**src/rtl/pipe_pkg.sv**
```systemverilog
// Shared types and defaults for the elastic pipeline stage.
package pipe_pkg;

    typedef enum logic [1:0] {
        EMPTY = 2'd0,
        BUSY  = 2'd1,
        FULL  = 2'd2
    } pipe_state_t;

    localparam int                        DEFAULT_DATA_W   = 160;
    localparam int                        DEFAULT_CTRL_W   = 9;
    localparam logic [DEFAULT_CTRL_W-1:0] DEFAULT_NOP_CTRL = '0;

endpackage

```
**src/rtl/pipe_entry_reg.sv**
```systemverilog
// One pipeline entry: payload, control bits and a valid flag.
// Clear squashes the valid flag and blocks any load in the same cycle.
module pipe_entry_reg #(
    parameter int DATA_W = 160,
    parameter int CTRL_W = 9
) (
    input  logic              clock,
    input  logic              reset_n,
    input  logic              clear_i,
    input  logic              load_i,
    input  logic              valid_i,
    input  logic [DATA_W-1:0] data_i,
    input  logic [CTRL_W-1:0] ctrl_i,
    output logic              valid_o,
    output logic [DATA_W-1:0] data_o,
    output logic [CTRL_W-1:0] ctrl_o
);

    logic              valid_q, valid_d;
    logic [DATA_W-1:0] data_q;
    logic [CTRL_W-1:0] ctrl_q;

    assign valid_d = valid_i & ~clear_i;

    always_ff @(posedge clock or negedge reset_n) begin
        if (!reset_n) begin
            valid_q <= 1'b0;
            // NOTE: payload is reset too, so out_data reads zero straight out of reset.
            data_q  <= '0;
            ctrl_q  <= '0;
        end else begin
            // NOTE: non-blocking so every entry register samples pre-edge values.
            valid_q <= valid_d;
            if (load_i && !clear_i) begin
                data_q <= data_i;
                ctrl_q <= ctrl_i;
            end
        end
    end

    assign valid_o = valid_q;
    assign data_o  = data_q;
    assign ctrl_o  = ctrl_q;

endmodule

```
**src/rtl/pipe_stage_elastic.sv**
```systemverilog
// Elastic valid/ready pipeline register with flush and optional 2-entry skid buffer.
// SKID=1 gives a registered in_ready; SKID=0 gives a single register with comb in_ready.
module pipe_stage_elastic
    import pipe_pkg::*;
#(
    parameter int                DATA_W   = DEFAULT_DATA_W,
    parameter int                CTRL_W   = DEFAULT_CTRL_W,
    parameter logic [CTRL_W-1:0] NOP_CTRL = CTRL_W'(DEFAULT_NOP_CTRL),
    parameter int                SKID     = 1
) (
    input  logic              clock,
    input  logic              reset_n,
    input  logic              flush,
    input  logic              in_valid,
    output logic              in_ready,
    input  logic [DATA_W-1:0] in_data,
    input  logic [CTRL_W-1:0] in_ctrl,
    output logic              out_valid,
    input  logic              out_ready,
    output logic [DATA_W-1:0] out_data,
    output logic [CTRL_W-1:0] out_ctrl
);

    logic              accept, consume;
    logic              main_valid;
    logic [DATA_W-1:0] main_data;
    logic [CTRL_W-1:0] main_ctrl;

    assign accept    = in_valid & in_ready;
    assign consume   = out_valid & out_ready;
    assign out_valid = main_valid;
    assign out_data  = main_data;
    assign out_ctrl  = main_valid ? main_ctrl : NOP_CTRL;

    if (SKID != 0) begin : g_skid
        pipe_state_t       state_q, state_d;
        logic              main_load, skid_load;
        logic              skid_valid;
        logic [DATA_W-1:0] skid_data, main_src_data;
        logic [CTRL_W-1:0] skid_ctrl, main_src_ctrl;

        always_ff @(posedge clock or negedge reset_n) begin
            if (!reset_n) state_q <= EMPTY;
            else          state_q <= state_d;
        end

        always_comb begin
            // NOTE: defaults first so no path through this block can infer a latch.
            state_d   = state_q;
            main_load = 1'b0;
            skid_load = 1'b0;
            case (state_q)
                EMPTY: if (accept) begin
                    state_d   = BUSY;
                    main_load = 1'b1;
                end
                BUSY: begin
                    if (accept && consume) begin
                        main_load = 1'b1;
                    end else if (accept) begin
                        state_d   = FULL;
                        skid_load = 1'b1;
                    end else if (consume) begin
                        state_d = EMPTY;
                    end
                end
                FULL: if (consume) begin
                    state_d   = BUSY;
                    main_load = 1'b1;
                end
                default: state_d = EMPTY;
            endcase
            if (flush) begin
                state_d   = EMPTY;
                main_load = 1'b0;
                skid_load = 1'b0;
            end
        end

        // Ready depends only on the registered state, never on out_ready.
        assign in_ready      = (state_q != FULL);
        assign main_src_data = skid_valid ? skid_data : in_data;
        assign main_src_ctrl = skid_valid ? skid_ctrl : in_ctrl;

        pipe_entry_reg #(.DATA_W(DATA_W), .CTRL_W(CTRL_W)) u_main (
            .clock   (clock),
            .reset_n (reset_n),
            .clear_i (flush),
            .load_i  (main_load),
            .valid_i (state_d != EMPTY),
            .data_i  (main_src_data),
            .ctrl_i  (main_src_ctrl),
            .valid_o (main_valid),
            .data_o  (main_data),
            .ctrl_o  (main_ctrl)
        );

        pipe_entry_reg #(.DATA_W(DATA_W), .CTRL_W(CTRL_W)) u_skid (
            .clock   (clock),
            .reset_n (reset_n),
            .clear_i (flush),
            .load_i  (skid_load),
            .valid_i (state_d == FULL),
            .data_i  (in_data),
            .ctrl_i  (in_ctrl),
            .valid_o (skid_valid),
            .data_o  (skid_data),
            .ctrl_o  (skid_ctrl)
        );
    end else begin : g_single
        logic main_load;

        assign in_ready  = ~main_valid | out_ready;
        assign main_load = accept & ~flush;

        pipe_entry_reg #(.DATA_W(DATA_W), .CTRL_W(CTRL_W)) u_main (
            .clock   (clock),
            .reset_n (reset_n),
            .clear_i (flush),
            .load_i  (main_load),
            .valid_i (main_load | (main_valid & ~consume)),
            .data_i  (in_data),
            .ctrl_i  (in_ctrl),
            .valid_o (main_valid),
            .data_o  (main_data),
            .ctrl_o  (main_ctrl)
        );
    end

endmodule

```
**config.mk**
```make
export PLATFORM = sky130hd
export DESIGN_NAME = pipe_stage_elastic
export DESIGN_NICKNAME = d
export VERILOG_FILES = /design/src/rtl/pipe_pkg.sv /design/src/rtl/pipe_entry_reg.sv /design/src/rtl/pipe_stage_elastic.sv
export SDC_FILE = /design/constraint.sdc
export NUM_CORES = 1
export LEC_CHECK = 0
export ABC_AREA = 0
export CAP_MARGIN = 20
export CORE_MARGIN = 3
export CORE_UTILIZATION = 45
export DETAILED_ROUTE_END_ITERATION = 10
export PLACE_DENSITY_LB_ADDON = 0.08
export SETUP_SLACK_MARGIN = 0.1
export SYNTH_ARGS = -nofsm -noshare
export SYNTH_HDL_FRONTEND = slang
export SYNTH_SLANG_ARGS = --single-unit
```
**constraint.sdc**
```tcl
create_clock -name clock -period 5.66 [get_ports clock]
set_input_delay 0.849 -clock clock [delete_from_list [all_inputs] [get_ports clock]]
set_output_delay 0.849 -clock clock [all_outputs]
set_load 0.02 [all_outputs]
```
Yosys cells after proc, flatten, opt, wreduce, memory -nomap -nowiden
Index checks and enable logic that the tools add are counted.
{"block": "word_totals", "reg_bits": 342, "output_inout_bits": 171, "elab_cells": 40}
{"block": "op_classes", "n_eq_ne": 4, "mux": 18, "bitwise": 5, "n_reduce_logical": 6}
{"operator": "160-bit two-way mux", "n": 1}
{"operator": "9-bit two-way mux", "n": 2}
{"operator": "2-bit two-way mux", "n": 6}
{"operator": "1-bit two-way mux", "n": 7}
{"operator": "2-bit one-hot mux with 3 select lines", "n": 1}
{"operator": "1-bit bitwise AND", "n": 4}
{"operator": "2-bit == test, second input constant", "n": 2}
{"operator": "1-bit logical AND", "n": 3}
{"operator": "1-bit one-hot mux with 3 select lines", "n": 1}
{"operator": "2-bit by 1-bit == test with 1-bit output, second input constant", "n": 1}
{"operator": "2-bit zero test", "n": 1}
{"operator": "2-bit != test, second input constant", "n": 1}
{"operator": "2-bit nonzero test", "n": 1}
{"operator": "1-bit zero test", "n": 1}
{"operator": "1-bit inverter", "n": 1}

Depth between registers and ports, before layout
{"block": "depth", "word_depth": 8, "depth_mapped": 5, "mapped_depth_nobuf": 3}

Modules after synthesis
A second synthesis with hierarchy kept.
{"block": "hier_totals", "hier_cells": 936, "area_unflattened_um2": 16295.6}
{"mod": "pipe_entry_reg", "n_inst": 2, "cells_each": 360, "area_per_inst_um2": 6806.5}
{"mod": "pipe_stage_elastic", "n_inst": 1, "cells_each": 216, "area_per_inst_um2": 2682.6}

Worst setup path after synthesis
OpenSTA, ideal clock, no wires.
{"block": "synth_path", "kind": "input port to flip-flop", "startpoint": "input port in_valid", "endpoint": "register g_skid.u_main.data_q[100] (netlist: g_skid.u_main.data_o[100])", "setup_time_ps": 125, "arrival_time_ps": 2108, "setup_slack_ps": 3427, "cell_stages": 5, "path_cell_list": "or3b_1 a31oi_4 buf_4 buf_4 mux2_2"}
{"block": "synth_between", "elab_chain_cells": 6}
{"element": "from (decl)", "line_no": "pipe_stage_elastic.sv:14", "source": "input logic in_valid,"}
{"element": "1-bit bitwise AND *", "line_no": "pipe_stage_elastic.sv:29", "source": "assign accept = in_valid & in_ready;"}
{"element": "1-bit logical AND", "line_no": "pipe_stage_elastic.sv:58", "source": "if (accept && consume) begin"}
{"element": "1-bit two-way mux", "line_no": "pipe_stage_elastic.sv:58"}
{"element": "1-bit one-hot mux with 3 select lines *", "line_no": "pipe_stage_elastic.sv:52", "source": "case (state_q)"}
{"element": "1-bit two-way mux *", "line_no": "pipe_stage_elastic.sv:73", "source": "if (flush) begin"}
{"element": "1-bit logical AND *", "line_no": "pipe_entry_reg.sv:34", "source": "if (load_i && !clear_i) begin"}
{"element": "to (signal assigned)", "line_no": "pipe_entry_reg.sv:35", "source": "data_q <= data_i;"}
{"element": "to (decl)", "line_no": "pipe_entry_reg.sv:20", "source": "logic [DATA_W-1:0] data_q;"}
Mark *: on every way between the ends. The rest lies on a longest branch, timed or not.
A chain may end at the register's enable or synchronous reset.

Worst setup path in the final report
{"block": "layout_path", "startpoint": "input port out_ready", "endpoint": "register g_skid.u_skid.data_q[84] (netlist: g_skid.u_skid.data_o[84])"}
{"block": "layout_between", "elab_chain_cells": 6}
{"element": "from (decl)", "line_no": "pipe_stage_elastic.sv:19", "source": "input logic out_ready,"}
{"element": "1-bit bitwise AND", "line_no": "pipe_stage_elastic.sv:30", "source": "assign consume = out_valid & out_ready;"}
{"element": "1-bit logical AND", "line_no": "pipe_stage_elastic.sv:58"}
{"element": "1-bit two-way mux", "line_no": "pipe_stage_elastic.sv:58"}
{"element": "1-bit two-way mux", "line_no": "pipe_stage_elastic.sv:52"}
{"element": "1-bit two-way mux", "line_no": "pipe_stage_elastic.sv:73"}
{"element": "1-bit logical AND", "line_no": "pipe_entry_reg.sv:34"}
{"element": "to (signal assigned)", "line_no": "pipe_entry_reg.sv:35"}
{"element": "to (decl)", "line_no": "pipe_entry_reg.sv:20"}
No other way between the ends.

==> results.toml <==
[timing]
max-slew-margin-rel_pct = 39.4
finalCritPeriodShare_pct = 50.7
fin_skew_ns = 0.00924
maxSlewViolCount = 0
rsz0062_at_grt = "no"
setup_viol = 0
setup_tns_ns = 0
fmax_mhz = 349
fin_crit_ns = 2.87
worst_slew_pin_slew_ns = 0.909
finalHoldViolCount = 0

[min_path]
hold_path.class = "input pin to async pin"

[floorplanning]
ios = 345
rows = 65
chipHeight_um = 187
core_area_sq_um = 32000
die_area_sq_um = 35000
start_util_pct = 46.2
die_x_um = 187

[setup_path]
crit_path_frequent_cell = "buf_4"
cp_slowest_cell = "buf_4"
crit_end = "g_skid.u_skid.data_o[84]$_DFFE_PN0P_"
worstSetupEndpointType = "flip-flop"
cp_slowest_stage_delay_ns = 0.56
cp.required_ns = 6.05
worst-path-buf-inv = 3
r2r-end = "g_skid.u_skid.data_o[84]$_DFFE_PN0P_"
cp-startpoint = "out_ready"
reg2regPathDepth = 5
rrSetupSlack_ns = 3.02
cp_max_fo = 47
r2r_start = "g_skid.u_main.valid_o$_DFF_PN0_"
arrival_ns = 3.26
path_cells = "clkdlybuf4s50_1 -> a21boi_0 -> nand3b_1 -> buf_4 -> buf_4 -> mux2_2"
cp.depth = 6
critPathLaunchType = "input pin"
path_class = "input pin to flip-flop"
worst_path_dominant_cell_family = "buffers and inverters"

[routing]
wire_per_inst_um = 19.0
via_per_inst = 5.07
first_pass_iters = 4
dr.max_layer_used = "met5"
drc_errors = 0
wl_met3_mm = 2.38
via_count = 8777
drtIter0Drc = 227
wl_met1_mm = 14.0
ant_nets = 0
postRouteWirelength_mm = 32.8
dr_wl_met2_mm = 15.7

[status]
status = "finished, final reports clean"

[final_layout]
layout-drive-gt1-share_pct = 44.5
multi_input_area_sq_um = 5910
area_growth_syn_to_layout_pct = 34.5
fillers = 2550
layout_commonest_cell = "mux2_2"
regArea_sq_um = 8560
layout_common_cells = "mux2_2, clkdlybuf4s50_1, dfrtp_1"
nets = 1444

[grt]
grt_first_pass_wirelength_mm = 52.5
grt_antenna_before_repair = 6
grt_pass1_vias = 9177
gr-total-overflow = 0
gr-usage-all-layers_pct = 18.5
grt_start_max_net_pins = 127

[cts]
cts_setup_buffers = 0
cts-resized-gates = 0
holdBufCountCts = 0
clockBufferDepth = 3
cts_tree = "yes"
cts_root_buf = "clkbuf_16"
cts_buffers = 39
clk_pin_slew_worst_paths_ns = 0.06
insertion_delay_ns = 0.51
cts_sinks = 342
htreeDepth = 2

[logic_synthesis]
synth_seq_cells = 342
synthTopCellsByArea = "dfrtp_1, mux2_2, buf_2, buf_4, clkbuf_1"
ys_types = 20
synth_top_area_share_pct = 58.0
mappedNetlistArea_sq_um = 14800
syn-num-nets = 1106
synth_seq_area_share_pct = 58.0
syn_inst = 932
synth_top_cell_by_area = "dfrtp_1"
synth_area_per_cell_sq_um = 15.8
ys_warn_count = 0

[pwr]
total_power_mw = 8.79
ir_drop_mv = 0.324
power_density_nw_per_um2 = 443
p_leak_nw = 8.20

[placement]
hpwl_mm = 21.2
io_buffers = 344
gp_congestion = 0.703

[flow_run]
drv_cap = 0
==> cells by family (layout without fill, tap and decap cells) <==
logic type / count (synthesis) / count (layout) / share of synthesized area [%]
AOI/OAI and AO/OA: 8 / 8 / 0.483
muxes: 508 / 508 / 38.8
other: 0 / 2 / 0
buffers and inverters: 56 / 417 / 1.94
and+or+nand+nor: 18 / 18 / 0.789
DFF: 342 / 342 / 58.0
==> sequential cells by signal, indices dropped and copies added, names as in the netlist <==
register               cells
g_skid.u_skid.valid_o      1
g_skid.u_main.valid_o      1
g_skid.u_main.data_o     160
g_skid.state_q             2
g_skid.u_main.ctrl_o       9
g_skid.u_skid.ctrl_o       9
g_skid.u_skid.data_o     160
==> per-layer routing <==
metal,vias to the layer above,GRT usage [%]
met4,8,4.86
li1,4030,-
met2,224,30.5
met5,-,0
met3,51,6.35
met1,4464,23.5
==> final cells by class <==
cell class / count / area share [%]
clock inverter: 3 / 0.202
multi-input combinational: 534 / 29.8
antenna: 2 / 0.0252
tap: 435 / 2.74
timing repair buffer: 353 / 18.0
sequential: 342 / 43.1
clock buffer: 61 / 6.10
==> synth_stat cells, drive strengths merged <==
cell type	number
a31oi	1
a221oi	2
and2	10
dfrtp	342
buf	32
a21o	1
mux2	508
nand3b	1
nor2	1
nand2	1
nor2b	1
clkbuf	24
a21boi	1
nand2b	1
or3b	1
nand4b	2
o21bai	1
a21oi	2
==> through the flow <==
step                      hold WS (ns)  area [sq um]  utilization (%)  instances  setup WS, ns
after floorplan                  0.473         14800                -        932          3.43
after global placement           0.480         18600             58.2       1664          2.26
after detailed placement         0.487         18600             58.2       1664          2.25
after CTS                        0.413         19800             62.1       1728          2.77
after global routing             0.446         19800             62.1       1730          2.63
final                            0.382         19800             62.1       1730          2.79
==> worst min-delay path by stage <==
| stage | from | endpoint | slack, ns | depth (start not counted) |
|---|---|---|---|---|
| 6_report | reset_n | g_skid.u_skid.data_o[151]$_DFFE_PN0P_ | 0.38 | 1 |
| 3_3_place_gp | g_skid.u_skid.data_o[140]$_DFFE_PN0P_ | g_skid.u_skid.data_o[140]$_DFFE_PN0P_ | 0.48 | 1 |
| 4_1_cts | reset_n | g_skid.u_skid.data_o[151]$_DFFE_PN0P_ | 0.41 | 1 |
| 3_5_place_dp | g_skid.u_skid.data_o[1]$_DFFE_PN0P_ | g_skid.u_skid.data_o[1]$_DFFE_PN0P_ | 0.49 | 1 |
| 5_1_grt | reset_n | g_skid.u_skid.data_o[154]$_DFFE_PN0P_ | 0.45 | 1 |
| 2_1_floorplan | g_skid.u_main.ctrl_o[0]$_DFFE_PN0P_ | g_skid.u_main.ctrl_o[0]$_DFFE_PN0P_ | 0.47 | 1 |
==> power breakdown <==
group | internal, mW | switching [mW]
Sequential | 3.32 | 0.409
Combinational | 1.52 | 1.09
Clock | 1.50 | 0.945
No activity file was read; power rests on OpenSTA's default activity.
